==> src/rtl/complete_stage_pkg.sv <==
// Shared types and constants for the complete/retire stage: ROB row layout,
// pipeline widths and the store opcode that decides whether a retire frees a register.
package complete_stage_pkg;

  localparam int ROB_DEPTH = 16;
  localparam int ROB_IDX_W = 4;
  localparam int PREG_W    = 6;
  localparam int DATA_W    = 32;
  localparam int OPC_W     = 7;
  localparam int FU_W      = 2;
  localparam int NUM_BUS   = 3;

  localparam logic [OPC_W-1:0] OPC_STORE = 7'b0100011;

  typedef struct packed {
    logic              v;
    logic              is_store;
    logic [PREG_W-1:0] phy_reg;
    logic [PREG_W-1:0] old_phy;
    logic [DATA_W-1:0] result;
    logic              comp;
  } rob_row;

  function automatic rob_row new_row(input logic [PREG_W-1:0] preg,
                                     input logic [OPC_W-1:0]  opc,
                                     input logic [PREG_W-1:0] old);
    rob_row r;
    r          = '0;
    r.v        = 1'b1;
    r.is_store = (opc == OPC_STORE);
    r.phy_reg  = preg;
    r.old_phy  = old;
    return r;
  endfunction

endpackage

==> src/rtl/complete_stage.sv <==
// Complete/retire stage: 16-entry ROB with 2-wide allocation, 3 result buses,
// 1-cycle result forwarding and in-order retirement of up to 2 entries per cycle.
module complete_stage
  import complete_stage_pkg::*;
(
  input  logic                 clk,
  input  logic                 rst,
  input  logic                 en_flag_ci,
  input  logic [DATA_W-1:0]    result_c1,
  input  logic [DATA_W-1:0]    result_c2,
  input  logic [DATA_W-1:0]    result_c3,
  input  logic [PREG_W-1:0]    result_dest_c1,
  input  logic [PREG_W-1:0]    result_dest_c2,
  input  logic [PREG_W-1:0]    result_dest_c3,
  input  logic                 result_valid_c1,
  input  logic                 result_valid_c2,
  input  logic                 result_valid_c3,
  input  logic [ROB_IDX_W-1:0] result_ROB_c1,
  input  logic [ROB_IDX_W-1:0] result_ROB_c2,
  input  logic [ROB_IDX_W-1:0] result_ROB_c3,
  input  logic [FU_W-1:0]      result_FU_c1,
  input  logic [FU_W-1:0]      result_FU_c2,
  input  logic [FU_W-1:0]      result_FU_c3,
  input  logic                 rob_valid_1,
  input  logic                 rob_valid_2,
  input  logic [PREG_W-1:0]    rob_p_reg_1,
  input  logic [PREG_W-1:0]    rob_p_reg_2,
  input  logic [OPC_W-1:0]     rob_opcode_1,
  input  logic [OPC_W-1:0]     rob_opcode_2,
  input  logic [PREG_W-1:0]    o_rob_p_reg_1,
  input  logic [PREG_W-1:0]    o_rob_p_reg_2,
  output logic [ROB_IDX_W-1:0] rob_tail,
  output logic                 rob_full,
  output logic                 en_flag_co,
  output logic                 forward_flag_1,
  output logic                 forward_flag_2,
  output logic                 forward_flag_3,
  output logic [PREG_W-1:0]    dest_R_1,
  output logic [PREG_W-1:0]    dest_R_2,
  output logic [PREG_W-1:0]    dest_R_3,
  output logic [DATA_W-1:0]    forwarded_data_1,
  output logic [DATA_W-1:0]    forwarded_data_2,
  output logic [DATA_W-1:0]    forwarded_data_3,
  output logic                 retire_flag_1,
  output logic                 retire_flag_2,
  output logic [PREG_W-1:0]    fp_ind_1,
  output logic [PREG_W-1:0]    fp_ind_2
);

  rob_row               rob      [ROB_DEPTH];
  rob_row               rob_next [ROB_DEPTH];
  logic [ROB_IDX_W-1:0] head, tail, head_plus1, slot2;
  logic [ROB_IDX_W-1:0] head_next, tail_next;
  logic [ROB_IDX_W:0]   count, count_next;
  logic                 full, alloc1, alloc2, ret1, ret2;
  logic [1:0]           n_alloc, n_ret;

  logic                 bus_valid [NUM_BUS];
  logic [DATA_W-1:0]    bus_data  [NUM_BUS];
  logic [PREG_W-1:0]    bus_dest  [NUM_BUS];
  logic [ROB_IDX_W-1:0] bus_rob   [NUM_BUS];
  logic [NUM_BUS-1:0]   fire;

  logic [NUM_BUS-1:0]   fwd_flag;
  logic [PREG_W-1:0]    fwd_dest [NUM_BUS];
  logic [DATA_W-1:0]    fwd_data [NUM_BUS];
  logic                 unused_fields;

  assign bus_valid[0] = result_valid_c1;
  assign bus_valid[1] = result_valid_c2;
  assign bus_valid[2] = result_valid_c3;
  assign bus_data[0]  = result_c1;
  assign bus_data[1]  = result_c2;
  assign bus_data[2]  = result_c3;
  assign bus_dest[0]  = result_dest_c1;
  assign bus_dest[1]  = result_dest_c2;
  assign bus_dest[2]  = result_dest_c3;
  assign bus_rob[0]   = result_ROB_c1;
  assign bus_rob[1]   = result_ROB_c2;
  assign bus_rob[2]   = result_ROB_c3;

  assign head_plus1 = head + ROB_IDX_W'(1);
  assign rob_tail   = tail;
  assign rob_full   = full;

  // Next ROB image: allocation lands only on free entries and completion only on
  // valid ones, so the later bus overwriting an earlier one is the only real overlap.
  always_comb begin
    full    = (count > (ROB_IDX_W+1)'(ROB_DEPTH - 2));
    alloc1  = rob_valid_1 && !full;
    alloc2  = rob_valid_2 && !full;
    slot2   = rob_valid_1 ? tail + ROB_IDX_W'(1) : tail;
    n_alloc = {1'b0, alloc1} + {1'b0, alloc2};
    ret1    = rob[head].v && rob[head].comp;
    ret2    = ret1 && rob[head_plus1].v && rob[head_plus1].comp;
    n_ret   = {1'b0, ret1} + {1'b0, ret2};
    fire    = '0;
    rob_next = rob;
    if (alloc1) rob_next[tail]  = new_row(rob_p_reg_1, rob_opcode_1, o_rob_p_reg_1);
    if (alloc2) rob_next[slot2] = new_row(rob_p_reg_2, rob_opcode_2, o_rob_p_reg_2);
    for (int k = 0; k < NUM_BUS; k++) begin
      fire[k] = en_flag_ci && bus_valid[k];
      if (fire[k] && rob[bus_rob[k]].v) begin
        rob_next[bus_rob[k]].result = bus_data[k];
        rob_next[bus_rob[k]].comp   = 1'b1;
      end
    end
    if (ret1) rob_next[head].v       = 1'b0;
    if (ret2) rob_next[head_plus1].v = 1'b0;
    head_next  = head + ROB_IDX_W'(n_ret);
    tail_next  = tail + ROB_IDX_W'(n_alloc);
    count_next = count + (ROB_IDX_W+1)'(n_alloc) - (ROB_IDX_W+1)'(n_ret);
  end

  // Stored results and FU ids are architectural bookkeeping that nothing here consumes.
  always_comb begin
    unused_fields = ^{result_FU_c1, result_FU_c2, result_FU_c3};
    for (int i = 0; i < ROB_DEPTH; i++)
      unused_fields = unused_fields ^ (^{rob[i].phy_reg, rob[i].result});
  end

  always_ff @(posedge clk) begin
    if (rst) begin
      for (int i = 0; i < ROB_DEPTH; i++) rob[i] <= '0;
      head          <= '0;
      tail          <= '0;
      count         <= '0;
      en_flag_co    <= 1'b0;
      fwd_flag      <= '0;
      for (int k = 0; k < NUM_BUS; k++) begin
        fwd_dest[k] <= '0;
        fwd_data[k] <= '0;
      end
      retire_flag_1 <= 1'b0;
      retire_flag_2 <= 1'b0;
      fp_ind_1      <= '0;
      fp_ind_2      <= '0;
    end else begin
      rob           <= rob_next;
      head          <= head_next;
      tail          <= tail_next;
      count         <= count_next;
      en_flag_co    <= en_flag_ci;
      fwd_flag      <= fire;
      for (int k = 0; k < NUM_BUS; k++) begin
        fwd_dest[k] <= fire[k] ? bus_dest[k] : '0;
        fwd_data[k] <= fire[k] ? bus_data[k] : '0;
      end
      retire_flag_1 <= ret1 && !rob[head].is_store;
      retire_flag_2 <= ret2 && !rob[head_plus1].is_store;
      fp_ind_1      <= (ret1 && !rob[head].is_store)       ? rob[head].old_phy       : '0;
      fp_ind_2      <= (ret2 && !rob[head_plus1].is_store) ? rob[head_plus1].old_phy : '0;
    end
  end

  assign forward_flag_1   = fwd_flag[0];
  assign forward_flag_2   = fwd_flag[1];
  assign forward_flag_3   = fwd_flag[2];
  assign dest_R_1         = fwd_dest[0];
  assign dest_R_2         = fwd_dest[1];
  assign dest_R_3         = fwd_dest[2];
  assign forwarded_data_1 = fwd_data[0];
  assign forwarded_data_2 = fwd_data[1];
  assign forwarded_data_3 = fwd_data[2];

endmodule

==> config.mk <==
export PLATFORM = sky130hd
export DESIGN_NAME = complete_stage
export DESIGN_NICKNAME = d
export VERILOG_FILES = /design/src/rtl/complete_stage_pkg.sv /design/src/rtl/complete_stage.sv
export SDC_FILE = /design/constraint.sdc
export NUM_CORES = 1
export LEC_CHECK = 0
export CORE_MARGIN = 3
export CORE_UTILIZATION = 55
export DETAILED_ROUTE_END_ITERATION = 8
export PLACE_DENSITY = 0.86
export RECOVER_POWER = 25
export SYNTH_ARGS = -nofsm -noshare
export SYNTH_HDL_FRONTEND = slang
export SYNTH_SLANG_ARGS = --single-unit
export TNS_END_PERCENT = 100
==> constraint.sdc <==
create_clock -name clk -period 9.35 [get_ports clk]
set_clock_uncertainty 0.1 [all_clocks]
set_input_delay 0.935 -clock clk [delete_from_list [all_inputs] [get_ports clk]]
set_output_delay 0.935 -clock clk [all_outputs]
set_load 0.005 [all_outputs]
==> out/metrics.cfg <==
[clock_tree]
cts_sinks = 289
clkLatencyLatePin_ns = 0.57
cts_hold_buf = 0
clkTransAtPathRegs_ns = 0.07
ctsRootBufferMaster = clkbuf_16
cts_tree = built
htree_levels = 1
cts_buffers = 30
cts_max_path_buffers = 3
cts_post_setup_buffers_inserted = 0
cts_resized = 0

[global_routing]
grt_pass1_wl_microns = 71900
grt_util_all_layers = 0.328
grt_max_degree = 101
antenna_found_initial = 15
grt-ovfl-total = 0
grt_pass1_vias = 12156

[timing]
worst_hold_slack_ns = 0.395
slew_viol_final = 36
fin_crit_ns = 4.85
setup_viol = 0
max_freq_ghz = 0.206
tightest_slew_ns = 1.81
rsz0062_at_grt = no
hold_viol_final = 0
fin_setup_tns_ns = 0
period_share = 0.519
slew_headroom = -0.212

[power]
ir_drop_v = 0.000160
finalPower_uw = 3300
p_per_area_nw_per_um2 = 181
p_leak_uw = 0.00694

[yosys]
syn_inst = 1377
synth-edff-count = 0
synth_nets = 1580
synth_warnings = 0
ys_types = 72
synth_area_per_cell_sq_um = 10.4
synth_ff_type = dfxtp_1
yosys.cell_count.top_type = dfxtp_1
ys_seq_elements = 289
synthTopCellsByArea = dfxtp_1, mux4_2, mux2i_1
yosysTopAreaCellShare = 0.405
synth_common_cells = dfxtp_1, nor2_1, and3_1, mux2i_1, a211oi_1
synth_area_sq_um = 14300
yosysTopAreaCell = dfxtp_1
yosysSeqAreaShare = 0.405
synthArstFlopShare = 0

[route]
wirelength_microns = 48000
dr_total_vias = 12661
vias_per_cell = 6.47
wire_per_inst_microns = 24.6
first_iter_violations = 1664
ant_nets = 0
drtPass1Iterations = 5
drc = 0

[worst_setup_path]
endpoint_kind = register
reg2reg_to = count[4]$_SDFF_PP0_
cp.arrival_ns = 5.17
start_kind = register
rr_worst_depth = 13
rrSetupSlack_ns = 4.50
cp.required_ns = 9.67
crit-reg2reg-launch = head[2]$_SDFF_PP0_
critPathMaxFanout = 19
critPathKind = reg2reg

[floorplan]
die_w_microns = 167
initial_utilization = 0.563
coreArea_sq_um = 25300
die-area_sq_um = 27900
ios = 315
die_height_microns = 167
fp-row-count = 58

[run_status]
violations = capacitance limit, slew limit
status = complete, but fails checks

[finish]
drive_gt1_frac = 0.117
final_cells = 1956
area_growth_pct = 28.0
final_core_util = 0.721
fin_nets = 1794

[min_path]
hold_depth = 2
min_path_type = reg2reg
hp-start = rob[376]$_SDFF_PP0_
hold_end = rob[376]$_SDFF_PP0_

[place]
dp_hpwl_microns = 32400
port_buffers = 296
gp_congestion = 0.982
dp_cells = 1889

[job]
maxCapViolations = 1

## critical path: stages (launching register included)
cell and delay [ns]:
dfxtp_1 0.86, inv_1 0.60, o311a_1 0.56, a211oi_2 0.35
nor3_2 0.08, buf_4 0.22, ha_1 0.29, fa_1 0.53
inv_1 0.07, fa_1 0.45, a21o_1 0.19, a21oi_1 0.16
xor2_1 0.17, nor2_1 0.06
## power by group
part / switching (uW) / internal, uW / total, uW
sequential: 66.4 / 1300 / 1370
combinational: 348 / 297 / 645
clock: 503 / 784 / 1290
total: 917 / 2380 / 3300
## routing by layer
layer | track usage | routed length (microns) | part of all wire
met1 | 0.395 | 16600 | 0.35
met2 | 0.545 | 23100 | 0.48
met3 | 0.0667 | 4960 | 0.10
met4 | 0.198 | 3350 | 0.070
met5 | 0 | 27 | 0.00056
## worst max-delay path by stage
stage,start,endpoint,slack [ns],cells past startpoint
floorplan,head[0]$_SDFF_PP0_,count[4]$_SDFF_PP0_,5.00,19
global placement,head[2]$_SDFF_PP0_,count[4]$_SDFF_PP0_,4.67,13
detailed placement,head[2]$_SDFF_PP0_,count[4]$_SDFF_PP0_,4.62,13
CTS,head[2]$_SDFF_PP0_,count[4]$_SDFF_PP0_,4.57,13
global route,head[2]$_SDFF_PP0_,count[4]$_SDFF_PP0_,4.29,13
finish,head[2]$_SDFF_PP0_,count[4]$_SDFF_PP0_,4.50,13
## cell type report
class | count | area [sq um]
antenna | 15 | 37.5
clock buffer | 36 | 813
clock inverter | 16 | 258
fill | 1719 | 7070
inverter | 31 | 116
multi-input combinational | 930 | 7770
sequential | 289 | 5790
tap | 330 | 413
timing repair buffer | 309 | 3060
## per-stage QoR
step,setup slack (ns),instance area (sq um)
2_1_floorplan,5.00,14300
3_3_place_gp,4.67,17200
3_5_place_dp,4.62,17200
4_1_cts,4.57,18200
5_1_grt,4.29,18300
6_report,4.50,18300
## layout by cell type (no fill, tap or decap), types with 7 or more instances in the layout
master,n
mux2i_1,114
mux4_2,83
nor2_1,165
nand3_1,17
ha_1,21
nand3b_1,15
inv_1,29
buf_4,14
nor2b_1,22
nor3_4,14
nand2_1,50
diode_2,15
a211oi_1,97
dlygate4sd3_1,73
and3_1,134
nand2b_1,8
a31oi_1,18
dfxtp_1,287
o21ai_0,10
a21oi_1,44
clkbuf_16,30
clkdlybuf4s50_1,222
xor2_1,7
## registers in the layout (all words and copies together), names as in the netlist
register	cells
rob	144
fwd_data	96
fwd_dest	18
fp_ind_1	6
fp_ind_2	6
count	5
head	4
rob_tail	4
fwd_flag	3
en_flag_co	1
retire_flag_1	1
retire_flag_2	1
## logic make-up after synthesis
kind of cell             Yosys count  synth area share
adder cells (fa/ha/maj)           25            0.0240
AND/OR/NAND/NOR                  461             0.178
XOR/XNOR                          12           0.00789
multiplexers                     198             0.213
AO/OA/AOI/OAI                    234             0.122
buffers and inverters            158            0.0498
flip-flops                       289             0.405
Power figures use the tool's default switching activity.
